$ cat src/rtl/bus_dp_pkg.sv
// Shared opcodes, sequencer states and the latched command bundle
// for the single-bus ALU datapath.
package bus_dp_pkg;

    localparam logic [2:0] OP_LOAD = 3'd0;
    localparam logic [2:0] OP_MOV  = 3'd1;
    localparam logic [2:0] OP_ADD  = 3'd2;
    localparam logic [2:0] OP_SUB  = 3'd3;
    localparam logic [2:0] OP_AND  = 3'd4;
    localparam logic [2:0] OP_OR   = 3'd5;
    localparam logic [2:0] OP_MUL  = 3'd6;
    localparam logic [2:0] OP_RSV  = 3'd7;

    typedef enum logic [2:0] {
        S_IDLE = 3'd0,
        S_LD   = 3'd1,
        S_T1   = 3'd2,
        S_T2   = 3'd3,
        S_T3   = 3'd4,
        S_T4   = 3'd5
    } state_t;

    typedef struct packed {
        logic [2:0] op;
        logic [3:0] ra;
        logic [3:0] rb;
        logic [3:0] rc;
    } cmd_t;

endpackage

$ cat src/rtl/bus_alu_datapath_if.sv
// Command port of the datapath: valid/ready handshake plus
// opcode and register index fields.
interface bus_alu_datapath_if;

    logic       cmd_valid;
    logic       cmd_ready;
    logic [2:0] cmd_op;
    logic [3:0] cmd_ra;
    logic [3:0] cmd_rb;
    logic [3:0] cmd_rc;

    modport master (
        output cmd_valid,
        output cmd_op,
        output cmd_ra,
        output cmd_rb,
        output cmd_rc,
        input  cmd_ready
    );

    modport slave (
        input  cmd_valid,
        input  cmd_op,
        input  cmd_ra,
        input  cmd_rb,
        input  cmd_rc,
        output cmd_ready
    );

endinterface

$ cat src/rtl/bus_alu.sv
// Combinational ALU: Y latch against the bus value, producing a
// double-width result for the Z register.
module bus_alu
    import bus_dp_pkg::*;
#(
    parameter int WIDTH = 32
) (
    input  logic [WIDTH-1:0]   y,
    input  logic [WIDTH-1:0]   b,
    input  logic [2:0]         op,
    output logic [2*WIDTH-1:0] z
);

    logic [WIDTH:0] sum;
    logic [WIDTH:0] diff;

    always_comb begin
        sum  = {1'b0, y} + {1'b0, b};
        // Top bit of the widened difference is the borrow out.
        diff = {1'b0, y} - {1'b0, b};
        z    = '0;
        case (op)
            OP_ADD:  z[WIDTH:0] = sum;
            OP_SUB:  z[WIDTH:0] = diff;
            OP_AND:  z[WIDTH-1:0] = y & b;
            OP_OR:   z[WIDTH-1:0] = y | b;
            OP_MUL:  z = {{WIDTH{1'b0}}, y} * {{WIDTH{1'b0}}, b};
            default: z = '0;
        endcase
    end

endmodule

$ cat src/rtl/bus_alu_datapath.sv
// Single-bus datapath: register file, Y/Z/HI and a sequencer that
// walks each accepted command through its T-steps on one bus.
module bus_alu_datapath
    import bus_dp_pkg::*;
#(
    parameter int WIDTH = 32,
    parameter int NREGS = 4
) (
    input  logic                 clock,
    input  logic                 clear,
    bus_alu_datapath_if.slave    cmd,
    input  logic [WIDTH-1:0]     Mdatain,
    output logic [WIDTH-1:0]     BusMuxOut,
    output logic [2*WIDTH-1:0]   RZ,
    output logic [WIDTH-1:0]     HI,
    output logic                 done,
    output logic                 err,
    input  logic [3:0]           rd_sel,
    output logic [WIDTH-1:0]     rd_data
);

    localparam logic [4:0] NR = 5'(NREGS);

    logic [WIDTH-1:0]   regs [NREGS];
    logic [WIDTH-1:0]   y_q;
    logic [2*WIDTH-1:0] z_q;
    logic [WIDTH-1:0]   hi_q;
    logic [2*WIDTH-1:0] alu_z;
    logic [WIDTH-1:0]   rb_val;
    logic [WIDTH-1:0]   rc_val;
    cmd_t               cmd_q;
    state_t             state;
    state_t             nxt;
    logic               we;
    logic               y_en;
    logic               z_en;
    logic               hi_en;
    logic               accept;
    logic               bad;

    assign cmd.cmd_ready = (state == S_IDLE);
    assign accept = (state == S_IDLE) && cmd.cmd_valid;
    assign bad = ({1'b0, cmd.cmd_ra} >= NR) ||
                 ({1'b0, cmd.cmd_rb} >= NR) ||
                 ({1'b0, cmd.cmd_rc} >= NR) ||
                 (cmd.cmd_op == OP_RSV);
    assign RZ = z_q;
    assign HI = hi_q;

    // Indices that never match an entry read as zero.
    always_comb begin
        rb_val  = '0;
        rc_val  = '0;
        rd_data = '0;
        for (int i = 0; i < NREGS; i++) begin
            if (cmd_q.rb == 4'(i)) rb_val = regs[i];
            if (cmd_q.rc == 4'(i)) rc_val = regs[i];
            if (rd_sel == 4'(i)) rd_data = regs[i];
        end
    end

    bus_alu #(
        .WIDTH(WIDTH)
    ) u_alu (
        .y (y_q),
        .b (BusMuxOut),
        .op(cmd_q.op),
        .z (alu_z)
    );

    always_comb begin
        nxt       = state;
        BusMuxOut = '0;
        done      = 1'b0;
        we        = 1'b0;
        y_en      = 1'b0;
        z_en      = 1'b0;
        hi_en     = 1'b0;
        unique case (state)
            S_IDLE: begin
                if (cmd.cmd_valid)
                    nxt = (cmd.cmd_op == OP_LOAD) ? S_LD : S_T1;
            end
            S_LD: begin
                BusMuxOut = Mdatain;
                we        = 1'b1;
                done      = 1'b1;
                nxt       = S_IDLE;
            end
            S_T1: begin
                BusMuxOut = rb_val;
                if (cmd_q.op == OP_MOV) begin
                    we   = 1'b1;
                    done = 1'b1;
                    nxt  = S_IDLE;
                end else if (cmd_q.op == OP_RSV) begin
                    nxt = S_IDLE;
                end else begin
                    y_en = 1'b1;
                    nxt  = S_T2;
                end
            end
            S_T2: begin
                BusMuxOut = rc_val;
                z_en      = 1'b1;
                nxt       = S_T3;
            end
            S_T3: begin
                BusMuxOut = z_q[WIDTH-1:0];
                we        = 1'b1;
                if (cmd_q.op == OP_MUL) begin
                    nxt = S_T4;
                end else begin
                    done = 1'b1;
                    nxt  = S_IDLE;
                end
            end
            S_T4: begin
                BusMuxOut = z_q[2*WIDTH-1:WIDTH];
                hi_en     = 1'b1;
                done      = 1'b1;
                nxt       = S_IDLE;
            end
            default: nxt = S_IDLE;
        endcase
    end

    always_ff @(posedge clock) begin
        if (clear) begin
            state <= S_IDLE;
            cmd_q <= '0;
            err   <= 1'b0;
            y_q   <= '0;
            z_q   <= '0;
            hi_q  <= '0;
            for (int i = 0; i < NREGS; i++) regs[i] <= '0;
        end else begin
            state <= nxt;
            err   <= accept && bad;
            if (accept)
                cmd_q <= '{op: cmd.cmd_op, ra: cmd.cmd_ra,
                           rb: cmd.cmd_rb, rc: cmd.cmd_rc};
            if (y_en) y_q <= BusMuxOut;
            if (z_en) z_q <= alu_z;
            if (hi_en) hi_q <= BusMuxOut;
            for (int i = 0; i < NREGS; i++)
                if (we && cmd_q.ra == 4'(i)) regs[i] <= BusMuxOut;
        end
    end

endmodule

$ cat src/flat_wrapper.sv
// flat-port wrapper written by rule: the top's interface ports become plain ports
module bus_alu_datapath_flat import bus_dp_pkg::*;
#(
    parameter int WIDTH = 32,
    parameter int NREGS = 4
)
  (clock, clear, Mdatain, BusMuxOut, RZ, HI, done, err, rd_sel, rd_data, cmd_cmd_valid, cmd_cmd_op, cmd_cmd_ra, cmd_cmd_rb, cmd_cmd_rc, cmd_cmd_ready);
  bus_alu_datapath_if cmd_i ();
  input  logic clock;
  input  logic clear;
  input  logic [WIDTH-1:0] Mdatain;
  output logic [WIDTH-1:0] BusMuxOut;
  output logic [2*WIDTH-1:0] RZ;
  output logic [WIDTH-1:0] HI;
  output logic done;
  output logic err;
  input  logic [3:0] rd_sel;
  output logic [WIDTH-1:0] rd_data;
  input wire logic [$bits(cmd_i.cmd_valid)-1:0] cmd_cmd_valid;
  input wire logic [$bits(cmd_i.cmd_op)-1:0] cmd_cmd_op;
  input wire logic [$bits(cmd_i.cmd_ra)-1:0] cmd_cmd_ra;
  input wire logic [$bits(cmd_i.cmd_rb)-1:0] cmd_cmd_rb;
  input wire logic [$bits(cmd_i.cmd_rc)-1:0] cmd_cmd_rc;
  output wire logic [$bits(cmd_i.cmd_ready)-1:0] cmd_cmd_ready;
  assign cmd_i.cmd_valid = cmd_cmd_valid;
  assign cmd_i.cmd_op = cmd_cmd_op;
  assign cmd_i.cmd_ra = cmd_cmd_ra;
  assign cmd_i.cmd_rb = cmd_cmd_rb;
  assign cmd_i.cmd_rc = cmd_cmd_rc;
  assign cmd_cmd_ready = cmd_i.cmd_ready;
  bus_alu_datapath #(.WIDTH(WIDTH), .NREGS(NREGS)) u_core (.clock(clock), .clear(clear), .cmd(cmd_i), .Mdatain(Mdatain), .BusMuxOut(BusMuxOut), .RZ(RZ), .HI(HI), .done(done), .err(err), .rd_sel(rd_sel), .rd_data(rd_data));
endmodule
$ cat config.mk
export PLATFORM = sky130hd
export DESIGN_NAME = bus_alu_datapath_flat
export DESIGN_NICKNAME = d
export VERILOG_FILES = /design/src/rtl/bus_dp_pkg.sv /design/src/rtl/bus_alu_datapath_if.sv /design/src/rtl/bus_alu.sv /design/src/rtl/bus_alu_datapath.sv /design/src/flat_wrapper.sv
export SDC_FILE = /design/constraint.sdc
export NUM_CORES = 2
export LEC_CHECK = 0
export BUFFER_PORTS_ARGS = -buffer_cell sky130_fd_sc_hd__buf_4
export CAP_MARGIN = 20
export CORE_MARGIN = 4
export CORE_UTILIZATION = 59
export CTS_CLUSTER_DIAMETER = 200
export CTS_CLUSTER_SIZE = 20
export DETAILED_ROUTE_END_ITERATION = 8
export HOLD_SLACK_MARGIN = 0.05
export MAX_ROUTING_LAYER = met4
export PLACE_DENSITY = 0.76
export SETUP_SLACK_MARGIN = 0.05
export SYNTH_ARGS = -nofsm -noshare
export SYNTH_HDL_FRONTEND = slang
export SYNTH_SLANG_ARGS = --single-unit
$ cat constraint.sdc
create_clock -name clock -period 9.2 [get_ports clock]
set_input_delay 0.46 -clock clock [delete_from_list [all_inputs] [get_ports clock]]
set_output_delay 0.46 -clock clock [all_outputs]
set_load 0.01 [all_outputs]
==> impl_metrics.env <==
export IMPL_status="finished clean"
export IMPL_tightestPinTransition_ns=1.133
export IMPL_p_sw_w=0.003034
export IMPL_p_clk_frac=0.152
export IMPL_power_density_nw_per_um2=106.3
export IMPL_portBuffers=216
export IMPL_drive_above_1_share=0.1517
export IMPL_grt_pass1_wl_mm=302.3
export IMPL_die_area_sq_um=89180
export IMPL_drt_iter0_drc=5383
export IMPL_path_clk_slew_ns=0.10
export IMPL_rsz0062_at_grt="yes"
export IMPL_cts_root_buf="clkbuf_16"
export IMPL_rows=106
export IMPL_combPwrFrac=0.618
export IMPL_cts_buffers=18
export IMPL_wl_mm=211.2
export IMPL_yosys_area_top_type_share=0.3607
export IMPL_drc=0
export IMPL_required_ns=9.64
export IMPL_swShare=0.5003
export IMPL_drtAntennaViolNets=0
export IMPL_clkLatencyLatePin_ns=0.56
export IMPL_core_area_sq_um=83690
export IMPL_synth_area_top_cells="fa_1 (36%), ha_1 (9.0%), edfxtp_1 (7.7%)"
export IMPL_clock_skew_ns=0.03655
export IMPL_cts_max_path_buffers=3
export IMPL_cp_top_family="adder cells"
export IMPL_timing_final_crit_share=0.9873
export IMPL_utilization=0.6819
export IMPL_intPower_w=0.003030
export IMPL_cp_max_fo=17
export IMPL_placed_cell_area_sq_um=54890
export IMPL_synth_area_sq_um=49840
export IMPL_critPathMaxStageDelay_ns=0.61
export IMPL_synth_ff_type="dfxtp_1"
export IMPL_synth_async_reset_ratio=0
export IMPL_ioPinCount=217
export IMPL_hold_viol_final=0
export IMPL_p_leak_nw=26.44
export IMPL_cts_sinks=275
export IMPL_slew_violations=0
export IMPL_irDropWorstVdd_v=0.0001124
export IMPL_wire_per_inst_um=28.59
export IMPL_crit_buf_inv=6
export IMPL_synthDistinctLibCells=86
export IMPL_gp_congestion=1.084
export IMPL_grt_pass1_vias=46290
export IMPL_synth_edf_count=128
export IMPL_start_util=0.5955
export IMPL_cap_viol_max_count=0
export IMPL_grt_overflow_total=0
export IMPL_cp_common_cell="fa_1"
export IMPL_firstDrtPassIters=9
export IMPL_synth_warning_count=0
export IMPL_via_per_inst=6.283
export IMPL_syn_area_per_cell_sq_um=8.400
export IMPL_synthCells=5933
export IMPL_syn_num_nets=7244
export IMPL_slew_headroom=0.2436
export IMPL_dieHeight_um=298.6
export IMPL_power_frac_seq=0.230
export IMPL_holdBufCountCts=0
export IMPL_dr_total_vias=46400
export IMPL_place_hpwl_mm=161.4
export IMPL_synth_sequential_area_ratio=0.1362
export IMPL_setup_viol=0
export IMPL_criticalPathCategory="flip-flop to flip-flop"
export IMPL_fmax_mhz=110.1
export IMPL_arrival_ns=9.53
export IMPL_slowest_stage="fa_1"
export IMPL_antenna_found_initial=14
export IMPL_yosysMostFrequentCell="inv_1"
export IMPL_period_minus_slack_ns=9.083
export IMPL_crit_path_end_kind="flip-flop"
export IMPL_yosys_area_top_type="fa_1"
export IMPL_grt_max_degree=65
export IMPL_fp_dieW_um=298.6
export IMPL_worstHoldPathType="input pin to flip-flop"
export IMPL_cts_tree="built"
export IMPL_htreeDepth=1
export IMPL_synth_seq_cells=275
export IMPL_final_cell_area_sq_um=57070
export IMPL_start_kind="flip-flop"
export IMPL_synthToLayoutAreaGrowth_pct=14.51
export IMPL_nets=7534
export IMPL_power_w=0.006065
export IMPL_track_usage=0.4733
export IMPL_synth_common_cells="inv_1 (1,022), fa_1 (898), nand2_1 (857)"
metal layers:
layer,wire [um],track usage,part of all wire,vias up
met5,0,-,0,-
met4,17170,0.2846,0.081,0
met3,30950,0.1376,0.15,886
met2,89120,0.6802,0.42,3629
met1,73910,0.5949,0.35,22730
li1,-,-,-,19150
final timing paths:
kind,startpoint,endpoint,slack [ns],cells after the start
worst max-delay path,u_core.state[0]$_SDFFE_PP0P_,u_core.RZ[61]$_SDFFE_PP0P_,0.12,29
worst min-delay path,cmd_cmd_rb[3],u_core.cmd_q[7]$_SDFFE_PP0P_,0.16,3
worst max register to register,u_core.state[0]$_SDFFE_PP0P_,u_core.RZ[61]$_SDFFE_PP0P_,0.12,29
worst min register to register,u_core.cmd_q[10]$_SDFFE_PP0P_,u_core.cmd_q[10]$_SDFFE_PP0P_,0.47,2
sequential cells by signal, summed over array words and instances (netlist names):
name and count:
u_core.cmd_q 15, u_core.err 1, u_core.y_q 32, u_core.RZ 64, u_core.regs 128, u_core.HI 32
u_core.state 3
tightest hold or removal path: stages:
cell and delay (ns):
buf_4 0.12, nand2_1 0.05, a21oi_1 0.05
cells by family (layout without fill, tap and decap cells):
logic type | count (synthesis) | in the layout | synth area share
XOR/XNOR | 82 | 82 | 0.01441
multiplexers | 108 | 108 | 0.02420
flip-flops | 275 | 275 | 0.1362
AND/OR/NAND/NOR | 1910 | 1910 | 0.1527
adder cells (fa/ha/maj) | 1257 | 1257 | 0.4509
AO/OA/AOI/OAI | 875 | 875 | 0.1139
buffers and inverters | 1426 | 1728 | 0.1077
other | 0 | 16 | 0
power by group through the flow:
stage / logic (W) / registers [W] / clock network [W]
6_report: 0.00375 / 0.00140 / 0.000921
5_1_grt: 0.00391 / 0.00140 / 0.000951
4_1_cts: 0.00341 / 0.00139 / 0.000914
3_5_place_dp: 0.00338 / 0.00142 / 0
3_3_place_gp: 0.00336 / 0.00142 / 0
2_1_floorplan: 0.00192 / 0.00140 / 0
cell usage in the layout (no fill, tap or decap), drive strengths merged, types with 10 or more instances in the layout:
cell type,netlist,layout
o221ai,10,10
o21bai,27,27
o211ai,19,19
mux2,100,100
a22oi,114,114
clkinv,29,24
o21ai,182,182
fa,898,898
a31oi,20,20
clkbuf,343,43
buf,31,630
a221oi,10,10
a211oi,85,85
nand4,21,21
nor2,853,853
a21oi,236,236
ha,359,359
xor2,23,23
nand3,34,34
diode,0,16
inv,1023,1021
edfxtp,128,128
nor3,58,58
o22ai,14,14
nor2b,13,13
a21o,60,60
o21a,13,13
dfxtp,147,147
nand2,857,857
or3,13,13
xnor2,59,59
area by class of cell:
cell class                 count  area [sq um]
clock buffer                  29         513.0
timing repair buffer         644          5822
clock inverter                 3         55.05
antenna                       16         40.04
sequential                   275          6809
fill                        7029         26620
multi-input combinational   4232         38410
inverter                    1052          3998
tap                         1134          1419
through the flow:
| step | instances | setup slack [ns] | TNS, ns | hold slack (ns) |
|---|---|---|---|---|
| 2_1_floorplan | 5933 | 0.05944 | 0 | 0.4363 |
| 3_3_place_gp | 7265 | -0.08082 | -0.1241 | 0.4449 |
| 3_5_place_dp | 7265 | -0.1288 | -0.3180 | 0.4493 |
| 4_1_cts | 7298 | 0.05970 | 0 | 0.1527 |
| 5_1_grt | 7384 | -0.03439 | -0.03439 | 0.1614 |
| 6_report | 7385 | 0.1167 | 0 | 0.1587 |
repair_timing:
| item | CTS | global route |
|---|---|---|
| cloned | 0 | 15 |
| hold endpoints to repair | 0 | 0 |
| buffers inserted | 1 | 56 |
| endpoints found under the setup margin | 10 | 30 |
| gates resized for setup | 15 | 189 |
| pin swaps | 2 | 63 |
(Power assumes the default switching activity.)
